[config.mk]
export PLATFORM = sky130hd
export DESIGN_NAME = pipeline_hazard_ctrl
export DESIGN_NICKNAME = d
export VERILOG_FILES = /design/src/rtl/pipeline_hazard_ctrl_pkg.sv /design/src/rtl/pipeline_hazard_ctrl_mdu_wait_counter.sv /design/src/rtl/pipeline_hazard_ctrl.sv
export SDC_FILE = /design/constraint.sdc
export NUM_CORES = 1
export LEC_CHECK = 0
export ABC_AREA = 1
export CAP_MARGIN = 20
export CELL_PAD_IN_SITES_DETAIL_PLACEMENT = 2
export CELL_PAD_IN_SITES_GLOBAL_PLACEMENT = 2
export CORE_AREA = 2 2 90 92
export DETAILED_ROUTE_END_ITERATION = 16
export DIE_AREA = 0 0 92 94
export PLACE_DENSITY = 0.95
export REMOVE_ABC_BUFFERS = 1
export SYNTH_ARGS = -nofsm -noshare
export SYNTH_HDL_FRONTEND = slang
export SYNTH_SLANG_ARGS = --single-unit
export TNS_END_PERCENT = 50
[constraint.sdc]
create_clock -name clk -period 2.3 [get_ports clk]
set_input_delay 0.345 -clock clk [delete_from_list [all_inputs] [get_ports clk]]
set_output_delay 0.345 -clock clk [all_outputs]
set_load 0.02 [all_outputs]
[src/rtl/pipeline_hazard_ctrl_pkg.sv]
// ============================================================================
// pipeline_hazard_ctrl_pkg : shared state encodings and MDU latency limits
// Rev 1.0
// ============================================================================
`default_nettype none

package pipeline_hazard_ctrl_pkg;

  typedef enum logic [0:0] {
    ST_RUN      = 1'b0,
    ST_MDU_BUSY = 1'b1
  } state_e;

  localparam int MDU_LAT_MIN = 2;
  localparam int MDU_LAT_MAX = 16;
  localparam int X0_IDX      = 0;

  // Width needed to hold MDU_LAT-1 down to zero.
  function automatic int mdu_cnt_w(input int lat);
    return $clog2(lat + 1);
  endfunction

endpackage

`default_nettype wire

[src/rtl/pipeline_hazard_ctrl_mdu_wait_counter.sv]
// ============================================================================
// mdu_wait_counter : load/decrement/hold down-counter with last-cycle flag
// Rev 1.0
// ============================================================================
`default_nettype none

module mdu_wait_counter #(
  parameter int W = 3
) (
  input  logic         clk,
  input  logic         rst,
  input  logic         load_i,
  input  logic [W-1:0] load_val_i,
  input  logic         dec_i,
  output logic         last_o
);

  logic [W-1:0] count_q;
  logic [W-1:0] count_d;

  always_comb begin
    count_d = count_q;
    if (load_i) begin
      count_d = load_val_i;
    end else if (dec_i && (count_q != '0)) begin
      count_d = count_q - W'(1);
    end
  end

  always_ff @(posedge clk) begin
    if (rst) begin
      count_q <= '0;
    end else begin
      count_q <= count_d;
    end
  end

  assign last_o = (count_q == W'(1));

endmodule

`default_nettype wire

[src/rtl/pipeline_hazard_ctrl.sv]
// ============================================================================
// pipeline_hazard_ctrl : 5-stage pipeline stall/flush sequencer
// Optional perf counters built when PIPE_PERF_EN is defined.  Rev 1.0
// ============================================================================
`default_nettype none

module pipeline_hazard_ctrl
  import pipeline_hazard_ctrl_pkg::*;
#(
  parameter int REG_W   = 5,
  parameter int MDU_LAT = 4,
  parameter int CNT_W   = 32
) (
  input  logic             clk,
  input  logic             rst,
  input  logic [REG_W-1:0] id_rs1_i,
  input  logic [REG_W-1:0] id_rs2_i,
  input  logic             id_use_rs1_i,
  input  logic             id_use_rs2_i,
  input  logic [REG_W-1:0] ex_rd_i,
  input  logic             ex_is_load_i,
  input  logic             ex_redirect_i,
  input  logic             ex_mdu_start_i,
  input  logic             imem_ready_i,
  input  logic             mem_dmem_req_i,
  input  logic             dmem_ready_i,
  output logic             pc_ce_o,
  output logic             ifid_ce_o,
  output logic             ifid_rst_o,
  output logic             idex_ce_o,
  output logic             idex_rst_o,
  output logic             exmem_ce_o,
  output logic             exmem_rst_o,
  output logic             memwb_ce_o,
  output logic             memwb_rst_o,
  output logic             mdu_busy_o,
  output logic [CNT_W-1:0] perf_stall_cnt_o,
  output logic [CNT_W-1:0] perf_flush_cnt_o
);

  localparam int MC_W = mdu_cnt_w(MDU_LAT);

  state_e state_q;
  logic   w_dmem_wait;
  logic   w_load_use;
  logic   w_mdu_load;
  logic   w_mdu_dec;
  logic   w_mdu_last;
  logic   w_flush;

  assign w_dmem_wait = mem_dmem_req_i & ~dmem_ready_i;
  assign w_load_use  = ex_is_load_i && (ex_rd_i != REG_W'(X0_IDX)) &&
                       ((id_use_rs1_i && (id_rs1_i == ex_rd_i)) ||
                        (id_use_rs2_i && (id_rs2_i == ex_rd_i)));
  assign w_mdu_load  = (state_q == ST_RUN) && ex_mdu_start_i && !w_dmem_wait;
  assign w_mdu_dec   = (state_q == ST_MDU_BUSY) && !w_dmem_wait;

  mdu_wait_counter #(
    .W (MC_W)
  ) u_mdu_cnt (
    .clk        (clk),
    .rst        (rst),
    .load_i     (w_mdu_load),
    .load_val_i (MC_W'(MDU_LAT - 1)),
    .dec_i      (w_mdu_dec),
    .last_o     (w_mdu_last)
  );

  always_ff @(posedge clk) begin
    if (rst) begin
      state_q <= ST_RUN;
    end else if (w_mdu_load) begin
      state_q <= ST_MDU_BUSY;
    end else if (w_mdu_dec && w_mdu_last) begin
      state_q <= ST_RUN;
    end
  end

  always_comb begin
    pc_ce_o     = 1'b1;
    ifid_ce_o   = 1'b1;
    ifid_rst_o  = 1'b0;
    idex_ce_o   = 1'b1;
    idex_rst_o  = 1'b0;
    exmem_ce_o  = 1'b1;
    exmem_rst_o = 1'b0;
    memwb_ce_o  = 1'b1;
    memwb_rst_o = 1'b0;
    w_flush     = 1'b0;
    mdu_busy_o  = (state_q == ST_MDU_BUSY) || ex_mdu_start_i;
    if (rst) begin
      pc_ce_o     = 1'b0;
      ifid_ce_o   = 1'b0;
      ifid_rst_o  = 1'b1;
      idex_ce_o   = 1'b0;
      idex_rst_o  = 1'b1;
      exmem_ce_o  = 1'b0;
      exmem_rst_o = 1'b1;
      memwb_ce_o  = 1'b0;
      memwb_rst_o = 1'b1;
      mdu_busy_o  = 1'b0;
    end else if (w_dmem_wait) begin
      pc_ce_o     = 1'b0;
      ifid_ce_o   = 1'b0;
      idex_ce_o   = 1'b0;
      exmem_ce_o  = 1'b0;
      memwb_ce_o  = 1'b0;
      memwb_rst_o = 1'b1;
    end else if ((state_q == ST_MDU_BUSY) || ex_mdu_start_i) begin
      // Start cycle and every busy cycle hold the front end; only the final
      // busy cycle lets the MDU result into EX/MEM.
      pc_ce_o   = 1'b0;
      ifid_ce_o = 1'b0;
      idex_ce_o = 1'b0;
      if ((state_q == ST_MDU_BUSY) && w_mdu_last) begin
        exmem_ce_o  = 1'b1;
      end else begin
        exmem_ce_o  = 1'b0;
        exmem_rst_o = 1'b1;
      end
    end else if (ex_redirect_i) begin
      ifid_rst_o = 1'b1;
      idex_rst_o = 1'b1;
      w_flush    = 1'b1;
    end else if (w_load_use) begin
      pc_ce_o    = 1'b0;
      ifid_ce_o  = 1'b0;
      idex_rst_o = 1'b1;
    end else if (!imem_ready_i) begin
      pc_ce_o    = 1'b0;
      ifid_rst_o = 1'b1;
    end
  end

`ifdef PIPE_PERF_EN
  logic [CNT_W-1:0] stall_cnt_q;
  logic [CNT_W-1:0] flush_cnt_q;

  always_ff @(posedge clk) begin
    if (rst) begin
      stall_cnt_q <= '0;
      flush_cnt_q <= '0;
    end else begin
      if (!pc_ce_o) stall_cnt_q <= stall_cnt_q + CNT_W'(1);
      if (w_flush)  flush_cnt_q <= flush_cnt_q + CNT_W'(1);
    end
  end

  assign perf_stall_cnt_o = stall_cnt_q;
  assign perf_flush_cnt_o = flush_cnt_q;
`else
  assign perf_stall_cnt_o = '0;
  assign perf_flush_cnt_o = '0;
`endif

`ifndef SYNTHESIS
  always_ff @(posedge clk) begin
    if (!rst) begin
      assert (!(ex_redirect_i && ex_mdu_start_i));
    end
  end
`endif

endmodule

`default_nettype wire
### Word level (Yosys, flattened, before mapping)

Index checks and enable logic that the tools add are counted.

* eq/ne operators: 3
* reduce and logical (&&, ||, !) cells: 18
* bitwise logic cells: 3
* add/subtract/negate cells: 1
* mux-type cells: 42

Operator list (count)
* $mux 1: 40
* $eq 5x5->1: 2
* $logic_and 1x1->1: 10
* $reduce_bool 5->1: 1
* $mux 2: 2
* $reduce_bool 2->1: 2
* $eq 3x1->1 const B: 1
* $reduce_bool 3->1: 1
* $sub 3x1->3 const B: 1
* $logic_or 1x1->1: 2
* $not 1->1: 2
* $reduce_or 2->1: 1
* $and 1x1->1: 1
* $logic_not 1->1: 1

* bits in registers: 4
* word-level logic and storage cells: 70

### Depth between registers and ports, before layout

* depth in word-level cells: 9
* mapped depth: 10

### Cells and area by module

From an unflattened synthesis, not the netlist that was laid out.

* cells, all modules: 190
* area total of the unflattened synthesis: 1088.5 sq um

By module, submodules not included
* pipeline_hazard_ctrl: instances 1, sequential area each 20.0 sq um, area each 857.1 sq um, cells an instance 156
* mdu_wait_counter: instances 1, sequential area each 60.1 sq um, area each 231.5 sq um, cells an instance 34

### Worst setup path before layout

No wires, ideal clock.

* kind: in2out
* start point: input mem_dmem_req_i
* end point: output pc_ce_o
* path buffers: 0
* stages: 7
* setup slack: 0.414 ns
* required time: 1.955 ns
* data arrival time: 1.541 ns
* path through: inv_1 > nor2_4 > nor2_4 > inv_1 > nor2_1 > nand2_1 > nor2_1

* word-level cells in the longest chain between the ends: 3

RTL lines
* start, declared: RTL line pipeline_hazard_ctrl.sv:25 `input logic mem_dmem_req_i,`
* $and 1x1->1: RTL line pipeline_hazard_ctrl.sv:51 `assign w_dmem_wait = mem_dmem_req_i & ~dmem_ready_i;`
* $mux 1: RTL line pipeline_hazard_ctrl.sv:102 `end else if (w_dmem_wait) begin`
* $mux 1: RTL line pipeline_hazard_ctrl.sv:91 `if (rst) begin`
* end, declared: RTL line pipeline_hazard_ctrl.sv:27 `output logic pc_ce_o,`

No other way between the ends.

### Final worst setup path

* start point: input mem_dmem_req_i
* end point: output memwb_rst_o

* word-level cells in the longest chain between the ends: 3

RTL lines
* $and 1x1->1: RTL line pipeline_hazard_ctrl.sv:51
* $mux 1: RTL line pipeline_hazard_ctrl.sv:102
* $mux 1: RTL line pipeline_hazard_ctrl.sv:91
* end, declared: RTL line pipeline_hazard_ctrl.sv:35 `output logic memwb_rst_o,`

No other way between the ends.

==> report_table.html <==
<table>
<tr><th>Metric</th><th>Value</th></tr>
<tr><th colspan="2">Placement</th></tr>
<tr><td>Routability-driven placement congestion ratio</td><td>0.693</td></tr>
<tr><td>IO Port Bufs</td><td>34</td></tr>
<tr><td>Placement-stage worst setup slack</td><td>-0.314 ns</td></tr>
<tr><td>Post-DP HPWL</td><td>2.82 mm</td></tr>
<tr><th colspan="2">Logic synthesis</th></tr>
<tr><td>Post-synthesis instance area</td><td>0.00105 sq mm</td></tr>
<tr><td>Adder and majority cell fraction of the synthesized area</td><td>3.57%</td></tr>
<tr><td>Simple-gate area share of the yosys netlist</td><td>27.6%</td></tr>
<tr><td>Top cells by area in the synthesized netlist</td><td>sky130_fd_sc_hd__buf_4 (46%), sky130_fd_sc_hd__nand2_1 (15%), sky130_fd_sc_hd__inv_1 (8.6%), sky130_fd_sc_hd__dfxtp_1 (7.6%), sky130_fd_sc_hd__nor2_1 (5.4%)</td></tr>
<tr><td>Sequential-to-total area share from yosys stat</td><td>7.61%</td></tr>
<tr><td>Synthesized-area fraction occupied by ao, oa, aoi and oai cells</td><td>5.11%</td></tr>
<tr><td>Post-Synthesis Cells</td><td>175</td></tr>
<tr><td>Netlist cell types</td><td>19</td></tr>
<tr><td>Synthesized flop and latch total</td><td>4</td></tr>
<tr><td>Avg Cell Area, Syn</td><td>6.01 sq um</td></tr>
<tr><td>Synthesis Warnings</td><td>0</td></tr>
<tr><td>Share of the synthesized netlist area taken by xor and xnor gates</td><td>0.832%</td></tr>
<tr><td>Top-area cell type share of the netlist area</td><td>45.7%</td></tr>
<tr><td>Dominant combinational cell family by area after synthesis</td><td>buffers and inverters</td></tr>
<tr><td>Yosys top cell by area</td><td>sky130_fd_sc_hd__buf_4</td></tr>
<tr><td>Mux contribution to synthesized area</td><td>0%</td></tr>
<tr><th colspan="2">Setup path</th></tr>
<tr><td>Critical path arrival</td><td>1.85 ns</td></tr>
<tr><td>Kind of capture point of the worst setup path</td><td>primary output</td></tr>
<tr><td>Worst Path Max Fanout</td><td>4</td></tr>
<tr><td>Critical path data required time</td><td>1.96 ns</td></tr>
<tr><td>Nature of the critical path startpoint</td><td>input port</td></tr>
<tr><td>Critical path class</td><td>in2out</td></tr>
<tr><th colspan="2">Timing</th></tr>
<tr><td>Post-layout minimum cycle time</td><td>2.20 ns</td></tr>
<tr><td>Final setup slack of the worst path</td><td>0.101 ns</td></tr>
<tr><td>Highest achievable clock rate</td><td>0.455 GHz</td></tr>
<tr><td>Worst clock skew</td><td>0.00465 ns</td></tr>
<tr><td>Hold Worst Slack</td><td>0.560 ns</td></tr>
<tr><td>Number of hold violations in the final report</td><td>0</td></tr>
<tr><td>Tcrit/Tclk final</td><td>95.6%</td></tr>
<tr><td>Setup repair after global routing missed its margin</td><td>no</td></tr>
<tr><td>Number of endpoints failing setup at the final stage</td><td>0</td></tr>
<tr><td>Max-slew violation count</td><td>0</td></tr>
<tr><td>Sum of negative setup slack</td><td>0 ns</td></tr>
<tr><th colspan="2">Die</th></tr>
<tr><td>Horizontal die dimension</td><td>92 um</td></tr>
<tr><td>Starting density of the core</td><td>13.8%</td></tr>
<tr><td>Die area</td><td>0.00865 sq mm</td></tr>
<tr><td>Number of top-level pins</td><td>99</td></tr>
<tr><td>Floorplan row count</td><td>32</td></tr>
<tr><td>Height of the chip</td><td>94 um</td></tr>
<tr><td>Core region area</td><td>0.00761 sq mm</td></tr>
<tr><th colspan="2">GRT</th></tr>
<tr><td>Overall fraction of global-route tracks in use</td><td>6.79%</td></tr>
<tr><td>First-pass GRT wire length</td><td>4.62 mm</td></tr>
<tr><td>Maximum number of pins on one net before global-route repair</td><td>6</td></tr>
<tr><td>Total global routing overflow</td><td>0</td></tr>
<tr><td>Via count of the first global-routing pass</td><td>983</td></tr>
<tr><td>Antenna violations before repair</td><td>0</td></tr>
<tr><th colspan="2">Routing</th></tr>
<tr><td># DRC</td><td>0</td></tr>
<tr><td>Aggregate routed wire length</td><td>3.06 mm</td></tr>
<tr><td>Number of DRC markers after the initial detailed-route iteration</td><td>15</td></tr>
<tr><td>Sum of met3 wire segment lengths after detailed routing</td><td>222 um</td></tr>
<tr><td>Overall via count from detail_route</td><td>983</td></tr>
<tr><td>DR pass1 iterations</td><td>2</td></tr>
<tr><td>DR WL/cell</td><td>9.53 um</td></tr>
<tr><td>Routed met2 length</td><td>1.85 mm</td></tr>
<tr><td>Topmost layer with routed signal wires</td><td>met4</td></tr>
<tr><td>WL met1</td><td>961 um</td></tr>
<tr><td>Via density</td><td>3.06</td></tr>
<tr><td>Post-route ant nets</td><td>0</td></tr>
<tr><th colspan="2">Cells and area</th></tr>
<tr><td>Share of final-layout standard cells stronger than drive strength 1</td><td>11.4%</td></tr>
<tr><td>Layout Area Growth over Synthesis</td><td>30.0%</td></tr>
<tr><td>Final nets</td><td>249</td></tr>
<tr><td>Count of inserted antenna diode cells</td><td>0</td></tr>
<tr><th colspan="2">Clock tree</th></tr>
<tr><td>Buffer type at the clock tree root</td><td>sky130_fd_sc_hd__clkbuf_8</td></tr>
<tr><td>Post-CTS setup-driven buffer insertion count</td><td>0</td></tr>
<tr><td>Clock insertion delay at the later pin of the skew report</td><td>0.22 ns</td></tr>
<tr><td>H-tree depth</td><td>1</td></tr>
<tr><td>TritonCTS clock tree</td><td>done</td></tr>
<tr><td>CTS Hold Buffers Added</td><td>0</td></tr>
<tr><td>Clock input transition at the sequential cells of the worst setup and hold paths</td><td>0.03 ns</td></tr>
<tr><td>Number of buffers created by CTS</td><td>3</td></tr>
<tr><td>Clk sink count</td><td>4</td></tr>
<tr><td>Maximum number of buffers from clock root to sink</td><td>2</td></tr>
<tr><th colspan="2">Power</th></tr>
<tr><td>Cell Pwr Density</td><td>372 mW/mm^2</td></tr>
<tr><td>Standby leakage power</td><td>0.000800 uW</td></tr>
<tr><td>Worst voltage drop across the vdd grid</td><td>0.0725 mV</td></tr>
<tr><th colspan="2">Flow run</th></tr>
<tr><td>Number of max-capacitance violations reported</td><td>0</td></tr>
<tr><th colspan="2">Min path</th></tr>
<tr><td>Path category of the worst min-delay check</td><td>reg2reg</td></tr>
<tr><th colspan="2">Status</th></tr>
<tr><td>Run status</td><td>complete, no violations</td></tr>
</table>
[through the flow]
stage / total power [uW] / std cells / utilization [%] / instance area, sq um
after floorplan: 255 / 174 / - / 808
after global placement: 353 / 318 / 17.6 / 1340
after detailed placement: 362 / 318 / 17.6 / 1340
after CTS: 515 / 321 / 18.1 / 1370
after global routing: 543 / 321 / 18.0 / 1370
final: 508 / 321 / 18.0 / 1370
[Yosys cell counts]
master,number
sky130_fd_sc_hd__a21boi_2,1
sky130_fd_sc_hd__a21oi_1,5
sky130_fd_sc_hd__buf_4,64
sky130_fd_sc_hd__conb_1,1
sky130_fd_sc_hd__dfxtp_1,4
sky130_fd_sc_hd__ha_1,3
sky130_fd_sc_hd__inv_1,24
sky130_fd_sc_hd__inv_2,2
sky130_fd_sc_hd__nand2_1,41
sky130_fd_sc_hd__nand3_1,5
sky130_fd_sc_hd__nand3_2,1
sky130_fd_sc_hd__nand3b_2,1
sky130_fd_sc_hd__nand4_1,1
sky130_fd_sc_hd__nor2_1,15
sky130_fd_sc_hd__nor2_4,2
sky130_fd_sc_hd__nor3_1,1
sky130_fd_sc_hd__o211ai_1,1
sky130_fd_sc_hd__o21ai_0,2
sky130_fd_sc_hd__xor2_1,1
[critical path: stages]
cell                              delay, ns
sky130_fd_sc_hd__clkdlybuf4s50_1       0.47
sky130_fd_sc_hd__inv_1                 0.06
sky130_fd_sc_hd__nor2_4                0.16
sky130_fd_sc_hd__nor2_4                0.05
sky130_fd_sc_hd__inv_1                 0.07
sky130_fd_sc_hd__buf_4                 0.11
sky130_fd_sc_hd__clkdlybuf4s50_1       0.60
[metal layers]
metal / vias to the layer above / track usage (%)
met3: 3 / 0.963
met5: - / 0
met2: 49 / 14.8
met4: 0 / 2.61
li1: 479 / -
met1: 452 / 6.14
[cells in the final DEF, fill, tap and decap left out, drive strengths merged, types with 2 or more instances in the layout]
| master | Yosys | routed |
|---|---|---|
| dfxtp | 4 | 4 |
| dlymetal6s2s | 0 | 3 |
| clkbuf | 0 | 7 |
| clkdlybuf4s50 | 0 | 26 |
| nor2 | 17 | 17 |
| buf | 64 | 9 |
| conb | 1 | 64 |
| inv | 26 | 26 |
| ha | 3 | 3 |
| o21ai | 2 | 2 |
| a21oi | 5 | 5 |
| nand3 | 6 | 6 |
| nand2 | 41 | 41 |
[state kept, by name, summed over array words and instances, names as in the netlist]
register           cells
state_q                1
u_mdu_cnt.count_q      3
[report_power, final]
part,total [uW],leakage (uW),internal (uW),switching (uW)
registers,81.5,0.0000330,76.0,5.43
logic,276,0.000746,91.2,185
clock network,151,0.0000216,112,38.8
[final cells by class]
class                           count  area (sq um)
Clock buffer                        3          41.3
Sequential cell                     4          80.1
Tap cell                          102           128
Inverter                           26          97.6
Timing Repair Buffer               42           385
Fill cell                         953          6240
Multi-Input combinational cell    144           636
[worst paths after layout]
check	start	to	slack, ns	cells after the start
min reg2reg	u_mdu_cnt.count_q[1]$_SDFFE_PP0P_	u_mdu_cnt.count_q[1]$_SDFFE_PP0P_	0.56	2
min	u_mdu_cnt.count_q[1]$_SDFFE_PP0P_	u_mdu_cnt.count_q[1]$_SDFFE_PP0P_	0.56	2
max	mem_dmem_req_i	memwb_rst_o	0.10	7
max reg2reg	u_mdu_cnt.count_q[0]$_SDFFE_PP0P_	u_mdu_cnt.count_q[2]$_SDFFE_PP0P_	1.07	8
[what timing repair did]
action                                  4_1_cts  5_1_grt
pin swaps                                     0        0
endpoints found under the setup margin        5        5
gates resized for setup                       7       11
[cells by family (layout without fill, tap and decap cells)]
group           count (synthesis)  after routing
simple gates                   67             67
flops                           4              4
buf+inv                        90             71
compound gates                  9              9
xor+xnor                        1              1
fa+ha+maj                       3              3
other cells                     1             64
No activity file was read; power rests on OpenSTA's default activity.
